<file path="src/rtl/seq_pair_tx_if.sv">
// Frame-load handshake and symbol-stream bundle for seq_pair_tx.
// The master side offers frame words and hold; the slave side (the transmitter)
// returns the handshake, the A/B symbol pair and the frame status.
interface seq_pair_tx_if #(
    parameter int unsigned NSYM = 8
);
    logic                load_valid;
    logic [2*NSYM-1:0]   load_data;
    logic                load_ready;
    logic                hold;
    logic                A;
    logic                B;
    logic                sym_valid;
    logic                busy;
    logic                done;
    logic [7:0]          frame_cnt;

    modport master (
        output load_valid, load_data, hold,
        input  load_ready, A, B, sym_valid, busy, done, frame_cnt
    );

    modport slave (
        input  load_valid, load_data, hold,
        output load_ready, A, B, sym_valid, busy, done, frame_cnt
    );
endinterface

</file>
<file path="src/rtl/seq_pair_tx.sv">
// Serialises a 2*NSYM-bit frame word onto the A/B pair, one 2-bit symbol per
// cycle, symbol 0 first. Supports a hold stall, an optional idle gap after
// each frame, a one-cycle done pulse and a wrapping completed-frame counter.
module seq_pair_tx #(
    parameter int unsigned NSYM    = 8,
    parameter int unsigned GAP_CYC = 1
) (
    input  logic          clk,
    input  logic          reset,
    seq_pair_tx_if.slave  bus
);
    localparam int unsigned W  = 2 * NSYM;
    // Counter must also hold NSYM, the "all symbols emitted" value.
    localparam int unsigned CW = $clog2(NSYM + 1);

    typedef enum logic [1:0] {StIdle, StSend, StGap} state_e;

    state_e          state_q, state_d;
    logic [W-1:0]    shift_q, shift_d;
    logic [CW-1:0]   cnt_q, cnt_d;
    logic [3:0]      gap_q, gap_d;
    logic            a_q, a_d;
    logic            b_q, b_d;
    logic            sym_valid_q, sym_valid_d;
    logic            done_q, done_d;
    logic            busy_q, busy_d;
    logic [7:0]      frame_cnt_q, frame_cnt_d;

    // Ready is decoded from the registered state and gated by reset so it
    // drops in the very cycle reset is asserted.
    assign bus.load_ready = reset && (state_q == StIdle);
    assign bus.A          = a_q;
    assign bus.B          = b_q;
    assign bus.sym_valid  = sym_valid_q;
    assign bus.done       = done_q;
    assign bus.busy       = busy_q;
    assign bus.frame_cnt  = frame_cnt_q;

    // Next-state and next-output decode; outputs are registered, so each
    // decision here becomes visible in the following cycle.
    always_comb begin
        state_d     = state_q;
        shift_d     = shift_q;
        cnt_d       = cnt_q;
        gap_d       = gap_q;
        a_d         = 1'b0;
        b_d         = 1'b0;
        sym_valid_d = 1'b0;
        done_d      = 1'b0;
        frame_cnt_d = frame_cnt_q;

        unique case (state_q)
            StIdle: begin
                if (bus.load_valid) begin
                    // Symbol 0 is registered straight from the word so it
                    // appears the cycle after acceptance; the shift register
                    // keeps the remaining symbols and the count restarts.
                    a_d         = bus.load_data[W-1];
                    b_d         = bus.load_data[W-2];
                    sym_valid_d = 1'b1;
                    shift_d     = {bus.load_data[W-3:0], 2'b00};
                    cnt_d       = CW'(1);
                    state_d     = StSend;
                end
            end
            StSend: begin
                if (cnt_q == CW'(NSYM)) begin
                    // Last symbol is on the wire now: close the frame.
                    done_d      = 1'b1;
                    frame_cnt_d = frame_cnt_q + 8'd1;
                    shift_d     = '0;
                    cnt_d       = '0;
                    if (GAP_CYC > 0) begin
                        state_d = StGap;
                        gap_d   = 4'(GAP_CYC - 1);
                    end else begin
                        state_d = StIdle;
                    end
                end else if (!bus.hold) begin
                    a_d         = shift_q[W-1];
                    b_d         = shift_q[W-2];
                    sym_valid_d = 1'b1;
                    shift_d     = {shift_q[W-3:0], 2'b00};
                    cnt_d       = cnt_q + CW'(1);
                end
            end
            StGap: begin
                if (gap_q == 4'd0) begin
                    state_d = StIdle;
                end else begin
                    gap_d = gap_q - 4'd1;
                end
            end
            default: state_d = StIdle;
        endcase

        busy_d = (state_d != StIdle);
    end

    // State and output registers with synchronous active-low reset.
    always_ff @(posedge clk) begin
        if (!reset) begin
            state_q     <= StIdle;
            shift_q     <= '0;
            cnt_q       <= '0;
            gap_q       <= '0;
            a_q         <= 1'b0;
            b_q         <= 1'b0;
            sym_valid_q <= 1'b0;
            done_q      <= 1'b0;
            busy_q      <= 1'b0;
            frame_cnt_q <= 8'd0;
        end else begin
            state_q     <= state_d;
            shift_q     <= shift_d;
            cnt_q       <= cnt_d;
            gap_q       <= gap_d;
            a_q         <= a_d;
            b_q         <= b_d;
            sym_valid_q <= sym_valid_d;
            done_q      <= done_d;
            busy_q      <= busy_d;
            frame_cnt_q <= frame_cnt_d;
        end
    end
endmodule

</file>
<file path="src/flat_wrapper.sv">
// flat-port wrapper written by rule: the top's interface ports become plain ports
module seq_pair_tx_flat 
#(
    parameter int unsigned NSYM    = 8,
    parameter int unsigned GAP_CYC = 1
)
  (clk, reset, bus_load_valid, bus_load_data, bus_hold, bus_load_ready, bus_A, bus_B, bus_sym_valid, bus_busy, bus_done, bus_frame_cnt);
  seq_pair_tx_if #(.NSYM(NSYM)) bus_i ();
  input  logic clk;
  input  logic reset;
  input wire logic [$bits(bus_i.load_valid)-1:0] bus_load_valid;
  input wire logic [$bits(bus_i.load_data)-1:0] bus_load_data;
  input wire logic [$bits(bus_i.hold)-1:0] bus_hold;
  output wire logic [$bits(bus_i.load_ready)-1:0] bus_load_ready;
  output wire logic [$bits(bus_i.A)-1:0] bus_A;
  output wire logic [$bits(bus_i.B)-1:0] bus_B;
  output wire logic [$bits(bus_i.sym_valid)-1:0] bus_sym_valid;
  output wire logic [$bits(bus_i.busy)-1:0] bus_busy;
  output wire logic [$bits(bus_i.done)-1:0] bus_done;
  output wire logic [$bits(bus_i.frame_cnt)-1:0] bus_frame_cnt;
  assign bus_i.load_valid = bus_load_valid;
  assign bus_i.load_data = bus_load_data;
  assign bus_i.hold = bus_hold;
  assign bus_load_ready = bus_i.load_ready;
  assign bus_A = bus_i.A;
  assign bus_B = bus_i.B;
  assign bus_sym_valid = bus_i.sym_valid;
  assign bus_busy = bus_i.busy;
  assign bus_done = bus_i.done;
  assign bus_frame_cnt = bus_i.frame_cnt;
  seq_pair_tx #(.NSYM(NSYM), .GAP_CYC(GAP_CYC)) u_core (.clk(clk), .reset(reset), .bus(bus_i));
endmodule
</file>
<file path="config.mk">
export PLATFORM = sky130hd
export DESIGN_NAME = seq_pair_tx_flat
export DESIGN_NICKNAME = d
export VERILOG_FILES = /design/src/rtl/seq_pair_tx_if.sv /design/src/rtl/seq_pair_tx.sv /design/src/flat_wrapper.sv
export SDC_FILE = /design/constraint.sdc
export NUM_CORES = 1
export LEC_CHECK = 0
export CAP_MARGIN = 20
export CELL_PAD_IN_SITES_DETAIL_PLACEMENT = 0
export CELL_PAD_IN_SITES_GLOBAL_PLACEMENT = 2
export CORE_MARGIN = 1
export CORE_UTILIZATION = 33
export CTS_CLUSTER_SIZE = 20
export DETAILED_ROUTE_END_ITERATION = 8
export GPL_TIMING_DRIVEN = 0
export PLACE_DENSITY = 0.89
export SYNTH_ARGS = -nofsm -noshare
export SYNTH_HDL_FRONTEND = slang
export SYNTH_SLANG_ARGS = --single-unit
</file>
<file path="constraint.sdc">
create_clock -name clk -period 5.32 [get_ports clk]
set_input_delay 1.064 -clock clk [delete_from_list [all_inputs] [get_ports clk]]
set_output_delay 1.064 -clock clk [all_outputs]
set_load 0.05 [all_outputs]
</file>
* Yosys cells after proc, flatten, opt, wreduce, memory -nomap -nowiden
Cells that the tools add are included.
** Cells by class
- Mux-type cells :: 28
- $add $sub $neg :: 3
- Reductions and logical operators :: 10
- Eq/ne operators :: 7
** Operator list (number)
- 16-bit 2-to-1 mux :: 3
- 16-bit one-hot mux with 2 select lines :: 1
- 4-bit 2-to-1 mux :: 5
- 4-bit one-hot mux with 2 select lines :: 2
- 1-bit 2-to-1 mux :: 10
- 8-bit by 1-bit adder with 8-bit output (second input constant) :: 1
- 2-bit 2-to-1 mux :: 3
- 1-bit one-hot mux with 2 select lines :: 3
- 2-bit one-hot mux with 3 select lines :: 1
- 3-bit AND reduction :: 2
- 2-bit nonzero test :: 3
- 4-bit by 1-bit adder with 4-bit output (second input constant) :: 1
- 4-bit equality test (second input constant) :: 1
- 4-bit zero test :: 1
- 2-bit != test (second input constant) :: 2
- 2-bit AND reduction :: 2
- 4-bit by 1-bit subtractor with 4-bit output (second input constant) :: 1
- 3-bit by 2-bit != test with 1-bit output (second input constant) :: 1
- 2-bit by 1-bit equality test with 1-bit output (second input constant) :: 1
- 2-bit equality test (second input constant) :: 1
- 2-bit zero test :: 1
- 2-bit by 1-bit != test with 1-bit output (second input constant) :: 1
- 1-bit logical AND :: 1
** Storage, ports and cells
- Input port bits :: 20
- Word-level logic and storage cells :: 58
- Output and inout port bits :: 14
- Bits in registers :: 39

* Logic depth before layout (Yosys ltp)
Gate-level depths: netlist of run 1.
- Depth in word-level cells :: 4
- Gate-level depth with buffers :: 8

* Least setup slack after synthesis of run 1
No wires, ideal clock.
- Path kind :: input port to output port
- From :: in reset
- To :: out bus_load_ready
- Cell stages on the path :: 2
- Path slack :: 2.497 ns
- Buffers on the path :: 1
- Arrival :: 1.759 ns
- Cell sequence :: clkbuf_1 -> and2_1
** Between the ends
- Cells in the longest elaborated chain, start to end :: 1
** RTL lines
- start: declaration :: line flat_wrapper.sv:10 : input logic reset;
- 1-bit logical AND :: line seq_pair_tx.sv:31 : assign bus.load_ready = reset && (state_q == StIdle);
- end: declaration :: line flat_wrapper.sv:14 : output wire logic [$bits(bus_i.load_ready)-1:0] bus_load_ready;
No other way between the ends.

* Worst setup path in the final report of run 1
Ends and elaborated chain as after synthesis.

==> results of run 1 <==
## cell families after synthesis
logic type               after synthesis  share of synthesized area, %
AND/OR/NAND/NOR                       80                          24.8
multiplexers                           2                          1.13
flip-flops                            37                          41.7
XOR/XNOR                               7                          3.45
buffers and inverters                 22                          4.93
AO/OA/AOI/OAI                         49                          17.7
adder cells (fa/ha/maj)                9                          6.33
## tightest hold or removal path, stage by stage, from the launching register on
cell and delay (ns):
dfxtp_1 0.31, nand2_1 0.05, o21ai_0 0.06
## flip-flops by register name, indices dropped and copies added (netlist names)
name	flops
u_core.bus.frame_cnt	8
u_core.bus.B	1
u_core.cnt_q	4
u_core.gap_q	4
u_core.bus.busy	1
u_core.bus.sym_valid	1
u_core.shift_q	14
u_core.state_q	2
u_core.bus.done	1
u_core.bus.A	1
## layout make-up
class | count | area share [%]
Multi-Input combinational cell | 147 | 41.6
Sequential cell | 37 | 32.5
Timing Repair Buffer | 33 | 14.5
Tap cell | 70 | 3.84
Clock buffer | 7 | 3.78
Buffer | 13 | 2.36
Inverter | 9 | 1.48
## power by group
| part | internal, mW | switching (mW) |
|---|---|---|
| logic | 0.0459 | 0.0653 |
| registers | 0.294 | 0.00768 |
| clock network | 0.103 | 0.0947 |
## cells in the final DEF (no fill, tap or decap), types with 2 or more instances in the layout
cell type,count
or3b_2,2
a221oi_1,2
o21ai_0,6
mux2i_1,2
nor2b_1,2
and4_1,2
dfxtp_1,37
o31ai_1,2
clkdlybuf4s50_1,33
a21oi_1,19
nor3_1,3
nand2_1,7
nor2_1,24
buf_2,4
a31oi_1,2
ha_1,9
nand2b_1,2
nand3_1,5
and3_1,14
or3_1,5
and2_1,2
inv_1,8
clkbuf_8,6
clkbuf_1,9
a32oi_1,2
a211oi_1,13
nand4_1,5
xor2_1,6
## worst max-delay path by stage
| stage | startpoint | to | slack [ns] |
|---|---|---|---|
| 4_1_cts | reset | bus_load_ready | 1.26 |
| 3_3_place_gp | reset | bus_load_ready | 1.27 |
| 5_1_grt | reset | bus_load_ready | 1.16 |
| 6_report | reset | bus_load_ready | 1.27 |
| 2_1_floorplan | reset | bus_load_ready | 2.50 |
| 3_5_place_dp | reset | bus_load_ready | 1.26 |
## metrics by stage
step	util, %	worst slack [ns]	instances	total power, mW
final	44.4	1.27	316	0.610
after global routing	44.4	1.16	316	0.644
after CTS	44.4	1.26	316	0.622
after detailed placement	42.7	1.26	309	0.420
after global placement	42.7	1.27	309	0.420
after floorplan	-	2.50	206	0.378
## routing by layer
metal	global-route usage [%]	up-vias
met2	28.4	40
met5	0	-
met4	7.41	0
met1	20.3	746
met3	3.57	7
li1	-	818
==> results.json, run 1 <==
{
  "status": "finished clean",
  "path_class": "input port to output pin",
  "drive_above_1_share_pct": 6.50,
  "fp-row-count": 26,
  "syn_nets": 235,
  "cp_num_buf_inv": 3,
  "worstReg2RegEnd": "u_core.shift_q[2]",
  "wl_met1_um": 2010,
  "multiInputGateArea_sq_um": 950,
  "yosys-top-cells-count": "37 x dfxtp_1, 24 x nor2_1, 19 x a21oi_1",
  "power_density_nw_per_um2": 267,
  "peakVddDrop_uv": 117,
  "yosys_most_used_dff": "dfxtp_1",
  "cpMostUsedCell": "clkdlybuf4s50_1",
  "drt-vias-per-instance": 5.10,
  "crit_path_start_kind": "input port",
  "fin_tns_setup_ns": 0,
  "grt_usage_pct": 16.7,
  "ant_nets": 0,
  "worst_hold_slack_ns": 0.459,
  "clock_skew_ns": 0.00653,
  "wire_per_inst_um": 13.3,
  "core_sq_um": 5140,
  "cp_slowest_cell": "clkdlybuf4s50_1",
  "holdCritStartpoint": "u_core.shift_q[3]",
  "critPathTopFamily": "buffers and inverters",
  "numPortBuffers": 33,
  "placed_area_sq_um": 2200,
  "maxUsedRoutingLayer": "met4",
  "cts.hold.buffers_added": 0,
  "worstRegToRegCells": 7,
  "drc_errors": 0,
  "clkTransAtPathRegs_ns": 0.07,
  "avgSynthCellArea_sq_um": 8.63,
  "period_minus_slack_ns": 4.05,
  "netlist_instances": 206,
  "worstPathRequired_ns": 4.26,
  "setup_viol": 0,
  "seq_area_sq_um": 741,
  "numClockSinks": 37,
  "die_x_um": 75.4,
  "critPathMaxStageDelay_ns": 0.79,
  "reg2reg_from": "u_core.state_q[1]",
  "drtIter0Drc": 52,
  "num-nets-final": 275,
  "wirelength_um": 4200,
  "insertion_delay_ns": 0.29,
  "power.leakage_nw": 0.872,
  "wl_met2_um": 1950,
  "numCtsBuffers": 5,
  "min_to": "u_core.shift_q[3]",
  "drt-pass1-iter-count": 4,
  "start_util_pct": 34.6,
  "grt_pass1_vias": 1515,
  "grt_setup_unrepaired": "false",
  "synth_seq_cells": 37,
  "clockBufferDepth": 2,
  "grt_pass1_wl_um": 7000,
  "synth-seq-area-share_pct": 41.7,
  "cts_resized": 0,
  "reg2reg_slack_ns": 3.28,
  "cts_root_buf": "clkbuf_8",
  "antenna_found_initial": 0,
  "cp_max_fo": 10,
  "fin_crit_sh_pct": 76.2,
  "synthTopCellsByArea": "dfxtp_1 42%, ha_1 6.3%, a211oi_1 5.5%",
  "slew_headroom_pct": 67.6,
  "fmax_ghz": 0.247,
  "max-cap-violations": 0,
  "synthDistinctLibCells": 39,
  "synth_edf_count": 0,
  "final_hold_viol_count": 0,
  "wl_met3_um": 175,
  "yosysWarnings": 0,
  "cts_tree": "yes",
  "die_area_sq_um": 5690,
  "gp_congestion": 0.782,
  "vias": 1611,
  "path_cells": "clkdlybuf4s50_1 -> clkbuf_1 -> and2_1 -> clkdlybuf4s50_1",
  "overflow": 0,
  "cp.depth": 4,
  "yosysMostFrequentCell": "dfxtp_1",
  "async_flop_share_pct": 0,
  "yosysTopAreaCell": "dfxtp_1",
  "crit_path_end_kind": "output pin",
  "syn_to_final_growth_pct": 28.4,
  "cts_setup_buffers": 0,
  "whs_path_depth": 2,
  "cp.arrival_ns": 2.99,
  "syn-cell-area_sq_um": 1780,
  "tightest_slew_ns": 0.472,
  "finalInstanceArea_sq_um": 2280,
  "cts_max_level": 2,
  "grt_max_degree": 11,
  "min_path_type": "flop to flop",
  "final_max_slew_viol_count": 0,
  "fp.dieH_um": 75.4,
  "dp_hpwl_um": 3000,
  "pin_count": 34,
  "synth_top_area_share_pct": 41.7,
  "fill_cells": 563,
  "num_antenna_cells": 0
}
No activity file was read; power rests on OpenSTA's default activity.
==> run 2, diff against run 1 <==
Settings changed: CORE_UTILIZATION 33 to 30, PLACE_DENSITY 0.89 to 0.83.
Clock period 5.32 ns to 3.95 ns, I/O delays scaled along.
==> run 2 against run 1 <==
Power increased by 38%. Via count is 2.5% lower. Design area is 0.77% higher. Largest power group unchanged. Highest routed layer unchanged.
==> results.json, run 2 (same netlist as run 1, synthesis figures left out) <==
{
  "grt_usage_pct": 15.2,
  "placed_area_sq_um": 2200,
  "num-nets-final": 275,
  "numCtsBuffers": 5,
  "path_class": "input port to output pin",
  "status": "finished clean",
  "tightest_slew_ns": 0.496,
  "fmax_ghz": 0.285,
  "drt-pass1-iter-count": 4,
  "drt-vias-per-instance": 4.92,
  "finalInstanceArea_sq_um": 2300,
  "start_util_pct": 31.7,
  "final_hold_viol_count": 0,
  "final_max_slew_viol_count": 0,
  "use_met2_pct": 24.7,
  "grt_max_degree": 12,
  "gr-usage-met1_pct": 19.6,
  "syn_to_final_growth_pct": 29.3,
  "pin_count": 34,
  "wire_per_inst_um": 13.4,
  "drtIter0Drc": 49,
  "numClockSinks": 37,
  "cp.arrival_ns": 2.71,
  "crit_path_start_kind": "input port",
  "worst_hold_slack_ns": 0.453,
  "die_area_sq_um": 6240,
  "grt_setup_unrepaired": "false",
  "peakVddDrop_uv": 141,
  "use_met3_pct": 3.79,
  "fp-row-count": 27,
  "fin_tns_setup_ns": 0,
  "final_cell_mix": "37 x dfxtp_1, 33 x clkdlybuf4s50_1, 24 x nor2_1",
  "cts_tree": "yes",
  "grt_pass1_wl_um": 7400,
  "clkTransAtPathRegs_ns": 0.07,
  "dp_hpwl_um": 3040,
  "core_sq_um": 5610,
  "clock_skew_ns": 0.00879,
  "overflow": 0,
  "fill_cells": 620,
  "antenna_found_initial": 0,
  "num_antenna_cells": 0,
  "vias": 1570,
  "grt_pass1_vias": 1539,
  "numPortBuffers": 33,
  "dp_cells": 311,
  "wirelength_um": 4290,
  "largest_register_ffs": 14,
  "cts_resized": 0,
  "worstPathRequired_ns": 3.16,
  "cts_max_level": 2,
  "fin_crit_sh_pct": 88.7,
  "grt_busiest_layer": "met2",
  "fin_cells": 319,
  "cts_setup_buffers": 0,
  "setup_viol": 0,
  "cp_max_fo": 10,
  "drive_above_1_share_pct": 7.29,
  "slew_headroom_pct": 66.8,
  "die_x_um": 79.0,
  "crit_path_end_kind": "output pin",
  "ant_nets": 0,
  "fp.dieH_um": 79.0,
  "power_density_nw_per_um2": 367,
  "mostFrequentLayoutCell": "dfxtp_1",
  "drc_errors": 0,
  "max-cap-violations": 0,
  "gp_congestion": 0.726,
  "largest-register": "u_core.shift_q",
  "clockBufferDepth": 2,
  "cts_root_buf": "clkbuf_8",
  "cts.hold.buffers_added": 0,
  "min_path_type": "flop to flop",
  "power.leakage_nw": 0.882,
  "insertion_delay_ns": 0.29,
  "period_minus_slack_ns": 3.50
}
## run 2: final cells by class
class                           count  area, sq um  area share [%]
Multi-Input combinational cell    147          950            41.3
Clock buffer                        7         96.3            4.19
Buffer                             13         53.8            2.34
Inverter                            9         33.8            1.47
Tap cell                           72         90.1            3.92
Sequential cell                    37          741            32.2
Clock inverter                      1         5.00           0.218
Timing Repair Buffer               33          330            14.4
## run 2: worst max-delay path, stage by stage
cell             delay, ns
clkdlybuf4s50_1       0.51
clkbuf_1              0.42
and2_1                0.20
clkdlybuf4s50_1       0.79
## run 2: metrics by stage
step	power, mW	util [%]	setup WS [ns]
final	0.845	41.0	0.447
after global routing	0.897	41.0	0.355
after CTS	0.857	41.0	0.429
after detailed placement	0.566	39.2	0.438
after global placement	0.566	39.2	0.427
after floorplan	0.509	-	1.67
## run 2: layer usage
| layer | routed length, um | share of wire (%) |
|---|---|---|
| met1 | 2160 | 50 |
| met2 | 1940 | 45 |
| met3 | 161 | 3.8 |
| met4 | 24 | 0.56 |
| met5 | 0 | 0 |
## run 2: worst paths after layout
| path | cells past startpoint | start | to | slack (ns) |
|---|---|---|---|---|
| max | 4 | reset | bus_load_ready | 0.45 |
| min | 2 | u_core.shift_q[2] | u_core.shift_q[2] | 0.45 |
| max reg2reg | 7 | u_core.state_q[1] | u_core.shift_q[3] | 1.93 |
| min reg2reg | 2 | u_core.shift_q[2] | u_core.shift_q[2] | 0.45 |
## run 2: where the power goes
group	switching [mW]	internal, mW	total [mW]
Combinational	0.0876	0.0620	0.150
Clock	0.131	0.158	0.289
Sequential	0.0106	0.396	0.407
Total	0.229	0.616	0.845
==> run 3, diff against run 2 <==
Settings changed: CORE_UTILIZATION 30 to 27, PLACE_DENSITY 0.83 to 0.79.
Clock period 3.95 ns to 3.2 ns, I/O delays scaled along.
==> run 3 against run 2 <==
Sequential power up 23%. Clock-buffer cell count fell by 1. Setup slack got worse by 0.31 ns. Design area down 0.49%. Highest routed layer unchanged. Routed wire length increased by 3.2%. Utilization shrank 5.0 points. Clock power up 10%. Non-clock buffer count did not move.
==> results.json, run 3 (same netlist as run 1, synthesis figures left out) <==
{
  "status": "finished clean",
  "dp_hpwl_um": 3130,
  "holdCritStartpoint": "u_core.shift_q[3]",
  "num-nets-final": 275,
  "drt-vias-per-instance": 4.95,
  "fp-row-count": 29,
  "grt_setup_unrepaired": "false",
  "cp_max_fo": 10,
  "power.leakage_nw": 0.876,
  "wirelength_um": 4430,
  "start_util_pct": 28.0,
  "min_path_type": "flop to flop",
  "seq_area_sq_um": 741,
  "cts_tree": "yes",
  "clkTransAtPathRegs_ns": 0.08,
  "clockBufferDepth": 2,
  "cp.arrival_ns": 2.42,
  "numCtsBuffers": 5,
  "tightest_slew_ns": 0.502,
  "worstSetupStartpoint": "reset",
  "period_minus_slack_ns": 3.06,
  "final_hold_viol_count": 0,
  "gp_congestion": 0.725,
  "pin_count": 34,
  "grt_pass1_wl_um": 7720,
  "vias": 1605,
  "numClockSinks": 37,
  "crit_path_end_kind": "output pin",
  "largest-register": "u_core.shift_q",
  "fill_cells": 677,
  "fin_crit_sh_pct": 95.7,
  "numPortBuffers": 33,
  "fin_util_pct": 36.0,
  "power_mw": 1.01,
  "ant_nets": 0,
  "max-cap-violations": 0,
  "wire_per_inst_um": 13.7,
  "insertion_delay_ns": 0.29,
  "grt_pass1_vias": 1588,
  "power_density_nw_per_um2": 440,
  "drive_above_1_share_pct": 7.29,
  "setup_viol": 0,
  "fin_tns_setup_ns": 0,
  "dp_slack_ns": -0.0847,
  "overflow": 0,
  "drc_errors": 0,
  "cts_max_level": 2,
  "fmax_ghz": 0.327,
  "die_x_um": 83.2,
  "core_sq_um": 6350,
  "grt_max_degree": 12,
  "syn_to_final_growth_pct": 28.7,
  "drtIter0Drc": 45,
  "path_class": "input port to output pin",
  "worst_hold_slack_ns": 0.459,
  "final_cell_mix": "37 x dfxtp_1, 33 x clkdlybuf4s50_1, 24 x nor2_1",
  "reg2reg_from": "u_core.state_q[1]",
  "num_antenna_cells": 0,
  "cts.hold.buffers_added": 0,
  "clock_skew_ns": 0.0104,
  "crit_path_start_kind": "input port",
  "multiInputGateArea_sq_um": 950,
  "worstPathRequired_ns": 2.56,
  "cts_root_buf": "clkbuf_8",
  "fp.dieH_um": 83.2,
  "fin_ws_ns": 0.138,
  "antenna_found_initial": 0,
  "final_max_slew_viol_count": 0,
  "grt_usage_pct": 14.0,
  "mostFrequentLayoutCell": "dfxtp_1",
  "largest_register_ffs": 14,
  "peakVddDrop_uv": 206,
  "die_area_sq_um": 6910,
  "slew_headroom_pct": 65.6,
  "drt-pass1-iter-count": 4
}
-- run 3: cell count changes in the layout (fill, tap and decap cells not counted) --
cell / change
clkbuf_2: +1
clkinv_2: +1
clkbuf_8: -2
-- run 3: per-stage QoR --
stage / area, sq um / instances
after CTS: 2290 / 324
after detailed placement: 2200 / 316
after global routing: 2290 / 324
after floorplan: 1780 / 206
after global placement: 2200 / 316
final: 2290 / 324
-- run 3: critical path, stage by stage --
cell             delay (ns)
clkdlybuf4s50_1        0.53
clkbuf_2               0.27
and2_1                 0.18
clkdlybuf4s50_1        0.80
-- run 3: layer usage --
layer | wire length, um | vias up | global-route usage [%]
met4 | 64 | 0 | 6.11
met2 | 1940 | 38 | 21.4
met3 | 211 | 5 | 3.58
met1 | 2210 | 740 | 18.6
li1 | - | 822 | -
met5 | 0 | - | 0
-- run 3: worst paths after layout --
check | endpoint | slack (ns) | cells past startpoint
max | bus_load_ready | 0.14 | 4
min | u_core.shift_q[3] | 0.46 | 2
max reg2reg | u_core.shift_q[2] | 1.17 | 7
min reg2reg | u_core.shift_q[3] | 0.46 | 2
-- run 3: layout make-up --
type	instances	area share [%]
multi-input cells	147	41.5
flip-flops and latches	37	32.4
repair buffers	33	14.4
well taps	77	4.21
clock buffers	6	3.17
plain buffers	13	2.41
inverters	9	1.48
clock inverters	2	0.437
-- run 3: where the power goes --
part / total, mW / internal (mW) / switching (mW) / leakage (nW)
clock network: 0.319 / 0.151 / 0.168 / 0.0450
logic: 0.186 / 0.0764 / 0.109 / 0.529
registers: 0.502 / 0.489 / 0.0137 / 0.302
-- run 3: what timing repair did --
| action | in CTS | in global routing |
|---|---|---|
| resized for setup | 1 | 0 |
| setup endpoints to repair | 1 | 0 |
| buffers inserted | 0 | 0 |
